**config.mk**
```make
export PLATFORM = sky130hd
export DESIGN_NAME = pic_host_sequencer
export DESIGN_NICKNAME = d
export VERILOG_FILES = /design/src/rtl/pic_host_pkg.sv /design/src/rtl/pic_host_pulse_timer.sv /design/src/rtl/pic_host_sequencer.sv
export SDC_FILE = /design/constraint.sdc
export NUM_CORES = 1
export LEC_CHECK = 0
export CAP_MARGIN = 10
export CORE_ASPECT_RATIO = 1.1
export CORE_MARGIN = 2
export CORE_UTILIZATION = 56
export DETAILED_ROUTE_END_ITERATION = 12
export HOLD_SLACK_MARGIN = 0.12
export PLACE_DENSITY = 0.89
export SYNTH_ARGS = -nofsm -noshare
export SYNTH_HDL_FRONTEND = slang
export SYNTH_SLANG_ARGS = --single-unit
```
**constraint.sdc**
```tcl
create_clock -name clk -period 3.16 [get_ports clk]
set_clock_uncertainty 0.2 [all_clocks]
set_input_delay 0.316 -clock clk [delete_from_list [all_inputs] [get_ports clk]]
set_output_delay 0.316 -clock clk [all_outputs]
set_load 0.02 [all_outputs]
```
**src/rtl/pic_host_pkg.sv**
```systemverilog
// Shared definitions for the PIC host sequencer.
//   state_t      : sequencer FSM state encoding
//   EOI_NONSPEC  : OCW2 byte for a non-specific end-of-interrupt
//   ICW1_IC4, ICW1_SNGL, ICW4_AEOI : bit positions inside the ICW bytes
package pic_host_pkg;

  typedef enum logic [3:0] {
    S_ICW1,
    S_ICW2,
    S_ICW3,
    S_ICW4,
    S_OCW1,
    S_GAP,
    S_IDLE,
    S_ACK1,
    S_ACKH,
    S_ACK2,
    S_DONE,
    S_EOI,
    S_MASK
  } state_t;

  localparam logic [7:0] EOI_NONSPEC = 8'h20;

  localparam int unsigned ICW1_IC4  = 0;
  localparam int unsigned ICW1_SNGL = 1;
  localparam int unsigned ICW4_AEOI = 1;

endpackage

```
**src/rtl/pic_host_pulse_timer.sv**
```systemverilog
// Loadable down-counter timing the ACK low/high phases.
//   clk, reset : clock and asynchronous active-high reset
//   load       : load a new phase length (takes priority over counting)
//   load_val   : phase length in cycles (>= 1)
//   done       : high during the last cycle of the loaded phase
module pic_host_pulse_timer
  import pic_host_pkg::*;
#(
  parameter int unsigned W = 8
) (
  input  logic         clk,
  input  logic         reset,
  input  logic         load,
  input  logic [W-1:0] load_val,
  output logic         done
);

  logic [W-1:0] cnt;

  // Loading length-1 means done is seen on exactly the load_val-th cycle
  // after the load edge.
  always_ff @(posedge clk or posedge reset) begin
    if (reset) begin
      cnt <= '0;
    end else if (load) begin
      cnt <= load_val - W'(1);
    end else if (cnt != '0) begin
      cnt <= cnt - W'(1);
    end
  end

  assign done = (cnt == '0);

endmodule

```
**src/rtl/pic_host_sequencer.sv**
```systemverilog
// CPU-side master for the PIC control logic: programs ICW1..ICW4 and the
// initial mask after reset, then answers INT with the two-pulse ACK
// sequence, captures the vector, and issues EOI when not in auto-EOI mode.
//   clk, reset            : clock, asynchronous active-high reset
//   INT                   : interrupt request from the PIC
//   CTRL_LOGIC_DATA       : vector byte driven by the PIC
//   OUT_CTRL_LOGIC_DATA   : PIC is driving a valid vector byte
//   mask_wr, mask_data    : request to write a new interrupt mask
//   internal_data_bus     : command byte for the current write
//   write_ICW_1, write_ICW_2_4, write_OCW_1, write_OCW_2, write_OCW_3 : strobes
//   ACK                   : active-low interrupt acknowledge
//   irq_vector, irq_valid : last captured vector, pulse on new capture
//   irq_spurious          : pulse when the second ACK pulse got no vector
//   init_done             : high once initialisation has completed
module pic_host_sequencer
  import pic_host_pkg::*;
#(
  parameter logic [7:0]  ICW1_VAL = 8'h0B,
  parameter logic [7:0]  ICW2_VAL = 8'hA8,
  parameter logic [7:0]  ICW3_VAL = 8'h00,
  parameter logic [7:0]  ICW4_VAL = 8'h03,
  parameter logic [7:0]  OCW1_VAL = 8'h00,
  parameter int unsigned ACK_LOW  = 2,
  parameter int unsigned ACK_HIGH = 2
) (
  input  logic       clk,
  input  logic       reset,
  input  logic       INT,
  input  logic [7:0] CTRL_LOGIC_DATA,
  input  logic       OUT_CTRL_LOGIC_DATA,
  input  logic       mask_wr,
  input  logic [7:0] mask_data,
  output logic [7:0] internal_data_bus,
  output logic       write_ICW_1,
  output logic       write_ICW_2_4,
  output logic       write_OCW_1,
  output logic       write_OCW_2,
  output logic       write_OCW_3,
  output logic       ACK,
  output logic [7:0] irq_vector,
  output logic       irq_valid,
  output logic       irq_spurious,
  output logic       init_done
);

  localparam logic IC4  = ICW1_VAL[ICW1_IC4];
  localparam logic SNGL = ICW1_VAL[ICW1_SNGL];
  // AEOI only exists when ICW4 is actually written; otherwise the PIC
  // keeps its cleared ICW4 and expects an explicit EOI.
  localparam logic AEOI = IC4 & ICW4_VAL[ICW4_AEOI];

  localparam logic [7:0] LOW_CNT  = 8'(ACK_LOW);
  localparam logic [7:0] HIGH_CNT = 8'(ACK_HIGH);

  state_t     state;
  state_t     gap_next;
  logic       mask_pend;
  logic [7:0] mask_reg;
  logic [7:0] cap_vec;
  logic       cap_ok;

  logic       tmr_load;
  logic [7:0] tmr_val;
  logic       tmr_done;

  pic_host_pulse_timer #(.W(8)) u_timer (
    .clk      (clk),
    .reset    (reset),
    .load     (tmr_load),
    .load_val (tmr_val),
    .done     (tmr_done)
  );

  // The timer is loaded on the edge that enters each ACK phase.
  always_comb begin
    tmr_load = 1'b0;
    tmr_val  = LOW_CNT;
    unique case (state)
      S_IDLE: tmr_load = INT;
      S_ACK1: begin
        tmr_load = tmr_done;
        tmr_val  = HIGH_CNT;
      end
      S_ACKH: tmr_load = tmr_done;
      default: ;
    endcase
  end

  assign write_OCW_3 = 1'b0;

  always_ff @(posedge clk or posedge reset) begin
    if (reset) begin
      state             <= S_ICW1;
      gap_next          <= S_ICW1;
      mask_pend         <= 1'b0;
      mask_reg          <= '0;
      cap_vec           <= '0;
      cap_ok            <= 1'b0;
      internal_data_bus <= '0;
      write_ICW_1       <= 1'b0;
      write_ICW_2_4     <= 1'b0;
      write_OCW_1       <= 1'b0;
      write_OCW_2       <= 1'b0;
      ACK               <= 1'b1;
      irq_vector        <= '0;
      irq_valid         <= 1'b0;
      irq_spurious      <= 1'b0;
      init_done         <= 1'b0;
    end else begin
      write_ICW_1   <= 1'b0;
      write_ICW_2_4 <= 1'b0;
      write_OCW_1   <= 1'b0;
      write_OCW_2   <= 1'b0;
      irq_valid     <= 1'b0;
      irq_spurious  <= 1'b0;

      if (mask_wr) begin
        mask_reg  <= mask_data;
        mask_pend <= 1'b1;
      end

      unique case (state)
        S_ICW1: begin
          write_ICW_1       <= 1'b1;
          internal_data_bus <= ICW1_VAL;
          gap_next          <= S_ICW2;
          state             <= S_GAP;
        end
        S_ICW2: begin
          write_ICW_2_4     <= 1'b1;
          internal_data_bus <= ICW2_VAL;
          gap_next          <= !SNGL ? S_ICW3 : (IC4 ? S_ICW4 : S_OCW1);
          state             <= S_GAP;
        end
        S_ICW3: begin
          write_ICW_2_4     <= 1'b1;
          internal_data_bus <= ICW3_VAL;
          gap_next          <= IC4 ? S_ICW4 : S_OCW1;
          state             <= S_GAP;
        end
        S_ICW4: begin
          write_ICW_2_4     <= 1'b1;
          internal_data_bus <= ICW4_VAL;
          gap_next          <= S_OCW1;
          state             <= S_GAP;
        end
        S_OCW1: begin
          write_OCW_1       <= 1'b1;
          internal_data_bus <= OCW1_VAL;
          gap_next          <= S_IDLE;
          state             <= S_GAP;
        end
        // Shared post-write gap; the first gap returning to idle ends init.
        S_GAP: begin
          state <= gap_next;
          if (gap_next == S_IDLE) init_done <= 1'b1;
        end
        S_IDLE: begin
          if (INT)            state <= S_ACK1;
          else if (mask_pend) state <= S_MASK;
        end
        S_ACK1: begin
          ACK <= 1'b0;
          if (tmr_done) state <= S_ACKH;
        end
        S_ACKH: begin
          ACK <= 1'b1;
          if (tmr_done) state <= S_ACK2;
        end
        S_ACK2: begin
          ACK <= 1'b0;
          if (tmr_done) begin
            cap_ok <= OUT_CTRL_LOGIC_DATA;
            if (OUT_CTRL_LOGIC_DATA) cap_vec <= CTRL_LOGIC_DATA;
            state <= S_DONE;
          end
        end
        S_DONE: begin
          ACK <= 1'b1;
          if (cap_ok) begin
            irq_vector <= cap_vec;
            irq_valid  <= 1'b1;
          end else begin
            irq_spurious <= 1'b1;
          end
          state <= AEOI ? S_IDLE : S_EOI;
        end
        S_EOI: begin
          write_OCW_2       <= 1'b1;
          internal_data_bus <= EOI_NONSPEC;
          gap_next          <= S_IDLE;
          state             <= S_GAP;
        end
        S_MASK: begin
          write_OCW_1       <= 1'b1;
          internal_data_bus <= mask_reg;
          if (!mask_wr) mask_pend <= 1'b0;
          gap_next          <= S_IDLE;
          state             <= S_GAP;
        end
        default: state <= S_ICW1;
      endcase
    end
  end

endmodule

```
==> results of run 1 <==
layout make-up:
| class | instances | area, sq um | area share [%] |
|---|---|---|---|
| Timing Repair Buffer | 49 | 478 | 14.1 |
| Clock inverter | 4 | 75.1 | 2.21 |
| Inverter | 10 | 37.5 | 1.11 |
| Clock buffer | 12 | 155 | 4.58 |
| Multi-Input combinational cell | 161 | 1150 | 33.8 |
| Sequential cell | 57 | 1430 | 42.1 |
| Tap cell | 56 | 70.1 | 2.07 |
stage by stage:
stage,power (W),util [%],worst slack [ns]
2_1_floorplan,0.000787,-,1.13
3_3_place_gp,0.000820,68.4,0.798
3_5_place_dp,0.000822,68.4,0.747
4_1_cts,0.00160,73.4,0.763
5_1_grt,0.00164,73.4,0.600
6_report,0.00159,73.4,0.746
kinds of logic after synthesis:
kind of cell	after synthesis	synth area share, %
xor gates and xnor gates	3	0.981
muxes	28	11.7
and+or+nand+nor	70	14.0
AOI/OAI and AO/OA	57	15.0
buffers and inverters	24	3.92
DFF	57	53.3
adders and majority gates	2	0.934
other	1	0.140
power by group:
part	switching [W]	internal (W)	leakage, nW	total, W
clock	0.000294	0.000487	0.109	0.000781
sequential	0.00000565	0.000740	0.750	0.000746
combinational	0.0000261	0.0000361	0.663	0.0000622
total	0.000326	0.00126	1.52	0.00159
worst max-delay path by stage:
| stage | start | endpoint | slack, ns | cells after the start |
|---|---|---|---|---|
| 3_5_place_dp | state[0]$_DFFE_PP0P_ | irq_vector[2]$_DFFE_PP0P_ | 0.75 | 3 |
| 4_1_cts | state[0]$_DFFE_PP0P_ | irq_vector[2]$_DFFE_PP0P_ | 0.76 | 3 |
| 5_1_grt | state[0]$_DFFE_PP0P_ | irq_vector[2]$_DFFE_PP0P_ | 0.60 | 3 |
| 3_3_place_gp | state[0]$_DFFE_PP0P_ | irq_vector[6]$_DFFE_PP0P_ | 0.80 | 3 |
| 6_report | state[0]$_DFFE_PP0P_ | irq_vector[2]$_DFFE_PP0P_ | 0.75 | 3 |
| 2_1_floorplan | u_timer.cnt[0]$_DFFE_PP0P_ | cap_vec[0]$_DFFE_PP0P_ | 1.13 | 7 |
layout by cell type, fill, tap and decap left out, types with 3 or more instances in the layout:
cell,n
clkdlybuf4s50_1,44
mux2_2,26
inv_1,8
and3_1,3
nor4_1,3
buf_4,5
a22o_1,7
a22oi_1,3
xnor2_1,3
a21oi_1,14
clkbuf_8,11
nand2_1,21
dfrtp_1,56
nor2_1,14
nand3_1,3
o21ai_0,11
o22ai_1,3
nor2b_1,4
and2_1,3
nand2b_1,5
nor3_1,4
cell usage after synthesis (4+ instances only):
cell      number
nand2_1       21
inv_1          9
nor2b_1        4
nor2_1        14
clkbuf_1       7
nor3_1         4
a21oi_1       14
nand2b_1       5
dfrtp_1       56
mux2_2        26
a22o_1         7
o21ai_0       11
per-layer routing:
layer | wire, um | track usage (%)
met3 | 341 | 7.14
met4 | 132 | 11.0
met1 | 2430 | 29.5
met2 | 3000 | 38.5
met5 | 0 | 0
worst reg2reg max path: stages (launching register included):
cell	delay, ns
dfrtp_1	0.64
nor2b_1	0.55
nand3_1	0.49
mux2_2	0.42
==> results_dict.tcl, run 1 <==
set metrics [dict create \
    maxSlewViolCount 0 \
    cp.arrival_ns 2.43 \
    worst_pin_slew_ns 0.847 \
    layout-drive-gt1-share_pct 18.1 \
    io_pins 46 \
    synth_top_cell_by_area "dfrtp_1" \
    crit_buf_inv 0 \
    num_antenna_cells 0 \
    power_density_over_the_cells_mw_per_mm2 469 \
    cts_buffer_depth 2 \
    max_freq_mhz 414 \
    synthesis.nets 265 \
    first_drt_pass_iteration_count 4 \
    synthDistinctLibCells 49 \
    cap_viol_max_count 0 \
    synth_flop_cell "dfrtp_1" \
    synth_top_area_share_pct 52.3 \
    min_path_cells 1 \
    cts.sink_count 57 \
    critical_path.top_delay_family "simple AND/OR/NAND/NOR gates" \
    syn_area_per_cell_sq_um 11.1 \
    reg2reg_depth 3 \
    timing.critical_path.from_type "flop" \
    totalWireLength_mm 5.90 \
    post-route-drc-count 0 \
    vias_in_the_first_global_route 2162 \
    crit_chain "nor2b_1, nand3_1, mux2_2" \
    grt_overflow_total 0 \
    async_reset_ff_share_pct 100 \
    period_share_pct 76.4 \
    die_height_um 76.5 \
    grt_use_total_pct 23.9 \
    drt-wirelength-per-cell_um 16.9 \
    cts.clk_slew.worst_paths_ns 0.07 \
    via_per_inst 5.89 \
    floorplan.core_area_sq_mm 0.00462 \
    worstReg2RegStart "state[0]$_DFFE_PP0P_" \
    post_synth_edffs 0 \
    cts.repair.resized 0 \
    cts_root_buf "clkbuf_8" \
    die-area_sq_mm 0.00535 \
    final_setup_vio_count 0 \
    unrepaired_setup_endpoints_after_global_routing "false" \
    timing.setup.tns_ns 0 \
    clock_latency_reported_for_the_late_side_of_the_worst_skew_pair_ns 0.33 \
    worst-path-max-fanout 23 \
    register_bit_count_reported_by_yosys 57 \
    stdcell_count 349 \
    relSlewSlack_pct 43.4 \
    grt_pass1_wl_mm 9.99 \
    timing.rr.end "irq_vector[2]$_DFFE_PP0P_" \
    postCtsSetupRepairBufs 0 \
    max_stage_delay_ns 0.64 \
    critical-path-slowest-cell "dfrtp_1" \
    synth.yosys.warnings 0 \
    synth_area_sq_mm 0.00268 \
    dpl-instance-area_sq_mm 0.00316 \
    critPathKind "flop to flop" \
    antenna_found_initial 0 \
    ys_top_cells_by_area "dfrtp_1 (52%), mux2_2 (11%), nand2_1 (2.9%), a21oi_1 (2.6%), a22o_1 (2.3%)" \
    finalHoldWorstSlack_ns 0.272 \
    post-route-cell-area_sq_mm 0.00339 \
    rows 26 \
    initial_core_util_pct 58.0 \
    final.fill_count 308 \
    cts_buffers 9 \
    area_delta_synth_final_pct 26.5 \
    min_path_type "flop to flop" \
    timing.hold.worst.start "cap_ok$_DFFE_PP0P_" \
    static-leakage-power_nw 1.52 \
    seq_area_frac_synth_pct 53.3 \
    portBuffers 44 \
    vias 2056 \
    finalWeightedCongestion 0.874 \
    critPathCaptureType "flop" \
    synth_cells 242 \
    ant_nets 0 \
    die_w_um 69.9 \
    status "finished clean" \
    finalNetCount 311 \
    holdPathEnd "irq_spurious$_DFF_PP0_" \
    detailedPlacementHpwl_mm 4.03 \
    period_needed_ns 2.41 \
    worst-r2r-setup-slack_ns 0.75 \
    cts-hold-fix-buffers 0 \
    cts-htree-levels 3 \
    place.detailed.instances 333 \
    detailedRoute.firstIterationViolations 139 \
    critical_path_required_ns 3.17 \
    vdd.ir_drop.worst_mv 0.490 \
    pin_count_of_the_biggest_net_entering_global_routing 42 \
    total_count_of_hold_check_failures_in_the_final_report 0 \
    clock_tree_from_tritoncts "built" \
]
(Power assumes the default switching activity.)
==> run 2, diff against run 1 <==
--- a/config.mk
+++ b/config.mk
@@ -8,10 +8,10 @@
 export CAP_MARGIN = 10
 export CORE_ASPECT_RATIO = 1.1
 export CORE_MARGIN = 2
-export CORE_UTILIZATION = 56
+export CORE_UTILIZATION = 52
 export DETAILED_ROUTE_END_ITERATION = 12
 export HOLD_SLACK_MARGIN = 0.12
-export PLACE_DENSITY = 0.89
+export PLACE_DENSITY = 0.84
 export SYNTH_ARGS = -nofsm -noshare
 export SYNTH_HDL_FRONTEND = slang
 export SYNTH_SLANG_ARGS = --single-unit
==> constraint.sdc (replaced) <==
create_clock -name clk -period 2.35 [get_ports clk]
set_clock_uncertainty 0.2 [all_clocks]
set_input_delay 0.235 -clock clk [delete_from_list [all_inputs] [get_ports clk]]
set_output_delay 0.235 -clock clk [all_outputs]
set_load 0.02 [all_outputs]
==> run 2 against run 1 <==
  * Final area rose by 3.0%
  * Via count fell by 0.49%
  * Die area rose by 7.3%
  * Power rose by 38%
  * Register-to-register slack got worse by 0.55 ns
  * Combinational power rose by 37%
  * Flip-flop and latch count did not move
  * Routed wire length fell by 4.7%
  * Final cell count rose by 3.2%
  * Sequential power rose by 34%
  * Critical path type unchanged
==> results_dict.tcl, run 2 (synthesis results as in run 1) <==
set metrics [dict create \
    status "finished clean" \
    drt-wirelength-per-cell_um 15.6 \
    maxSlewViolCount 0 \
    min_path_cells 1 \
    max_freq_mhz 465 \
    layout-drive-gt1-share_pct 20.9 \
    period_share_pct 91.5 \
    io_pins 46 \
    area_delta_synth_final_pct 30.3 \
    clock_tree_from_tritoncts "built" \
    vdd.ir_drop.worst_mv 0.423 \
    critPathKind "flop to flop" \
    timing.hold.worst.start "cap_ok$_DFFE_PP0P_" \
    first_drt_pass_iteration_count 4 \
    final_setup_vio_count 0 \
    cts_buffers 9 \
    final.fill_count 369 \
    grt_use_total_pct 22.2 \
    cts_root_buf "clkbuf_8" \
    holdPathEnd "irq_spurious$_DFF_PP0_" \
    initial_core_util_pct 53.6 \
    dpl-instance-area_sq_mm 0.00323 \
    layout_common_cells "dfrtp_1 (56), clkdlybuf4s50_1 (44), mux2_2 (26)" \
    rows 27 \
    die-area_sq_mm 0.00574 \
    grt_pass1_wl_mm 9.53 \
    dpl_worst_slack_ns 0.246 \
    final.setup.worst_slack_ns 0.200 \
    detailedRoute.firstIterationViolations 159 \
    timing.rr.end "cap_vec[7]$_DFFE_PP0P_" \
    grt_overflow_total 0 \
    cts-htree-levels 3 \
    reg2reg_depth 6 \
    finalHoldWorstSlack_ns 0.254 \
    power_density_over_the_cells_mw_per_mm2 630 \
    antenna_found_initial 0 \
    worst-path-max-fanout 9 \
    num_antenna_cells 0 \
    detailedPlacementHpwl_mm 3.91 \
    via_per_inst 5.68 \
    die_height_um 79.3 \
    worstReg2RegStart "u_timer.cnt[0]$_DFFE_PP0P_" \
    floorplan.core_area_sq_mm 0.00500 \
    cap_viol_max_count 0 \
    timing.setup.tns_ns 0 \
    static-leakage-power_nw 1.58 \
    portBuffers 44 \
    finalNetCount 320 \
    vias_in_the_first_global_route 2015 \
    ant_nets 0 \
    post-route-cell-area_sq_mm 0.00349 \
    post-route-drc-count 0 \
    total_count_of_hold_check_failures_in_the_final_report 0 \
    cts_buffer_depth 2 \
    fin_total_pwr_w 0.00220 \
    period_needed_ns 2.15 \
    totalWireLength_mm 5.63 \
    cts.clk_slew.worst_paths_ns 0.07 \
    critical_path_required_ns 2.38 \
    die_w_um 72.4 \
    critPathCaptureType "flop" \
    layout_commonest_cell "dfrtp_1" \
    vias 2046 \
    min_path_type "flop to flop" \
    pin_count_of_the_biggest_net_entering_global_routing 38 \
    cp.arrival_ns 2.18 \
    clock_latency_reported_for_the_late_side_of_the_worst_skew_pair_ns 0.34 \
    worst-r2r-setup-slack_ns 0.20 \
    cts.sink_count 57 \
    unrepaired_setup_endpoints_after_global_routing "false" \
    timing.critical_path.from_type "flop" \
    finalWeightedCongestion 0.858 \
]
[run 2: how the worst max path moves through the flow]
stage,startpoint,to,depth (start not counted)
floorplan,u_timer.cnt[0]$_DFFE_PP0P_,cap_vec[0]$_DFFE_PP0P_,7
global placement,u_timer.cnt[3]$_DFFE_PP0P_,cap_vec[6]$_DFFE_PP0P_,4
detailed placement,u_timer.cnt[0]$_DFFE_PP0P_,u_timer.cnt[5]$_DFFE_PP0P_,7
CTS,u_timer.cnt[0]$_DFFE_PP0P_,u_timer.cnt[0]$_DFFE_PP0P_,7
global route,u_timer.cnt[0]$_DFFE_PP0P_,cap_vec[7]$_DFFE_PP0P_,6
finish,u_timer.cnt[0]$_DFFE_PP0P_,cap_vec[7]$_DFFE_PP0P_,6
[run 2: layout make-up]
| type | instances | area (sq um) | share of cell area (%) |
|---|---|---|---|
| sequential | 57 | 1430 | 40.9 |
| timing repair buffer | 58 | 561 | 16.1 |
| clock buffer | 9 | 124 | 3.55 |
| tap | 58 | 72.6 | 2.08 |
| clock inverter | 7 | 119 | 3.41 |
| inverter | 10 | 37.5 | 1.08 |
| multi-input combinational | 161 | 1150 | 32.9 |
[run 2: metrics by stage]
stage / instances / utilization [%]
after floorplan: 242 / -
after global placement: 343 / 64.7
after detailed placement: 343 / 64.7
after CTS: 360 / 69.7
after global routing: 360 / 69.8
final: 360 / 69.8
[run 2: power breakdown]
group | leakage, nW | total (W) | internal, W | switching, W
Clock | 0.115 | 0.00111 | 0.000703 | 0.000408
Sequential | 0.750 | 0.00100 | 0.000995 | 0.00000769
Combinational | 0.717 | 0.0000851 | 0.0000507 | 0.0000344
Total | 1.58 | 0.00220 | 0.00175 | 0.000450
[run 2: routing by layer]
metal	GRT usage (%)	vias up	wire length [um]
met4	9.81	0	112
met3	6.73	10	298
met5	0	-	0
met1	30.3	998	2500
met2	32.7	63	2710
li1	-	975	-
[run 2: repair_timing]
| action | 4_1_cts | 5_1_grt |
|---|---|---|
| buffers inserted | 0 | 0 |
| endpoints found under the hold margin | 20 | 0 |
| setup endpoints to repair | 0 | 4 |
| gates resized for setup | 0 | 1 |
| hold buffers | 1 | 0 |
[run 2: critical path: stages, from the launching register on]
cell	delay, ns
dfrtp_1	0.37
inv_1	0.11
ha_1	0.20
nor3b_1	0.29
and2_1	0.35
nand3_4	0.20
mux2_2	0.32
==> run 3, diff against run 2 <==
--- a/config.mk
+++ b/config.mk
@@ -9,6 +9,7 @@
 export CORE_ASPECT_RATIO = 1.1
 export CORE_MARGIN = 2
 export CORE_UTILIZATION = 52
+export CTS_CLUSTER_DIAMETER = 100
 export DETAILED_ROUTE_END_ITERATION = 12
 export HOLD_SLACK_MARGIN = 0.12
 export PLACE_DENSITY = 0.84
==> results of run 3 <==
The final DEF is identical to that of run 2; final timing and power are the same.
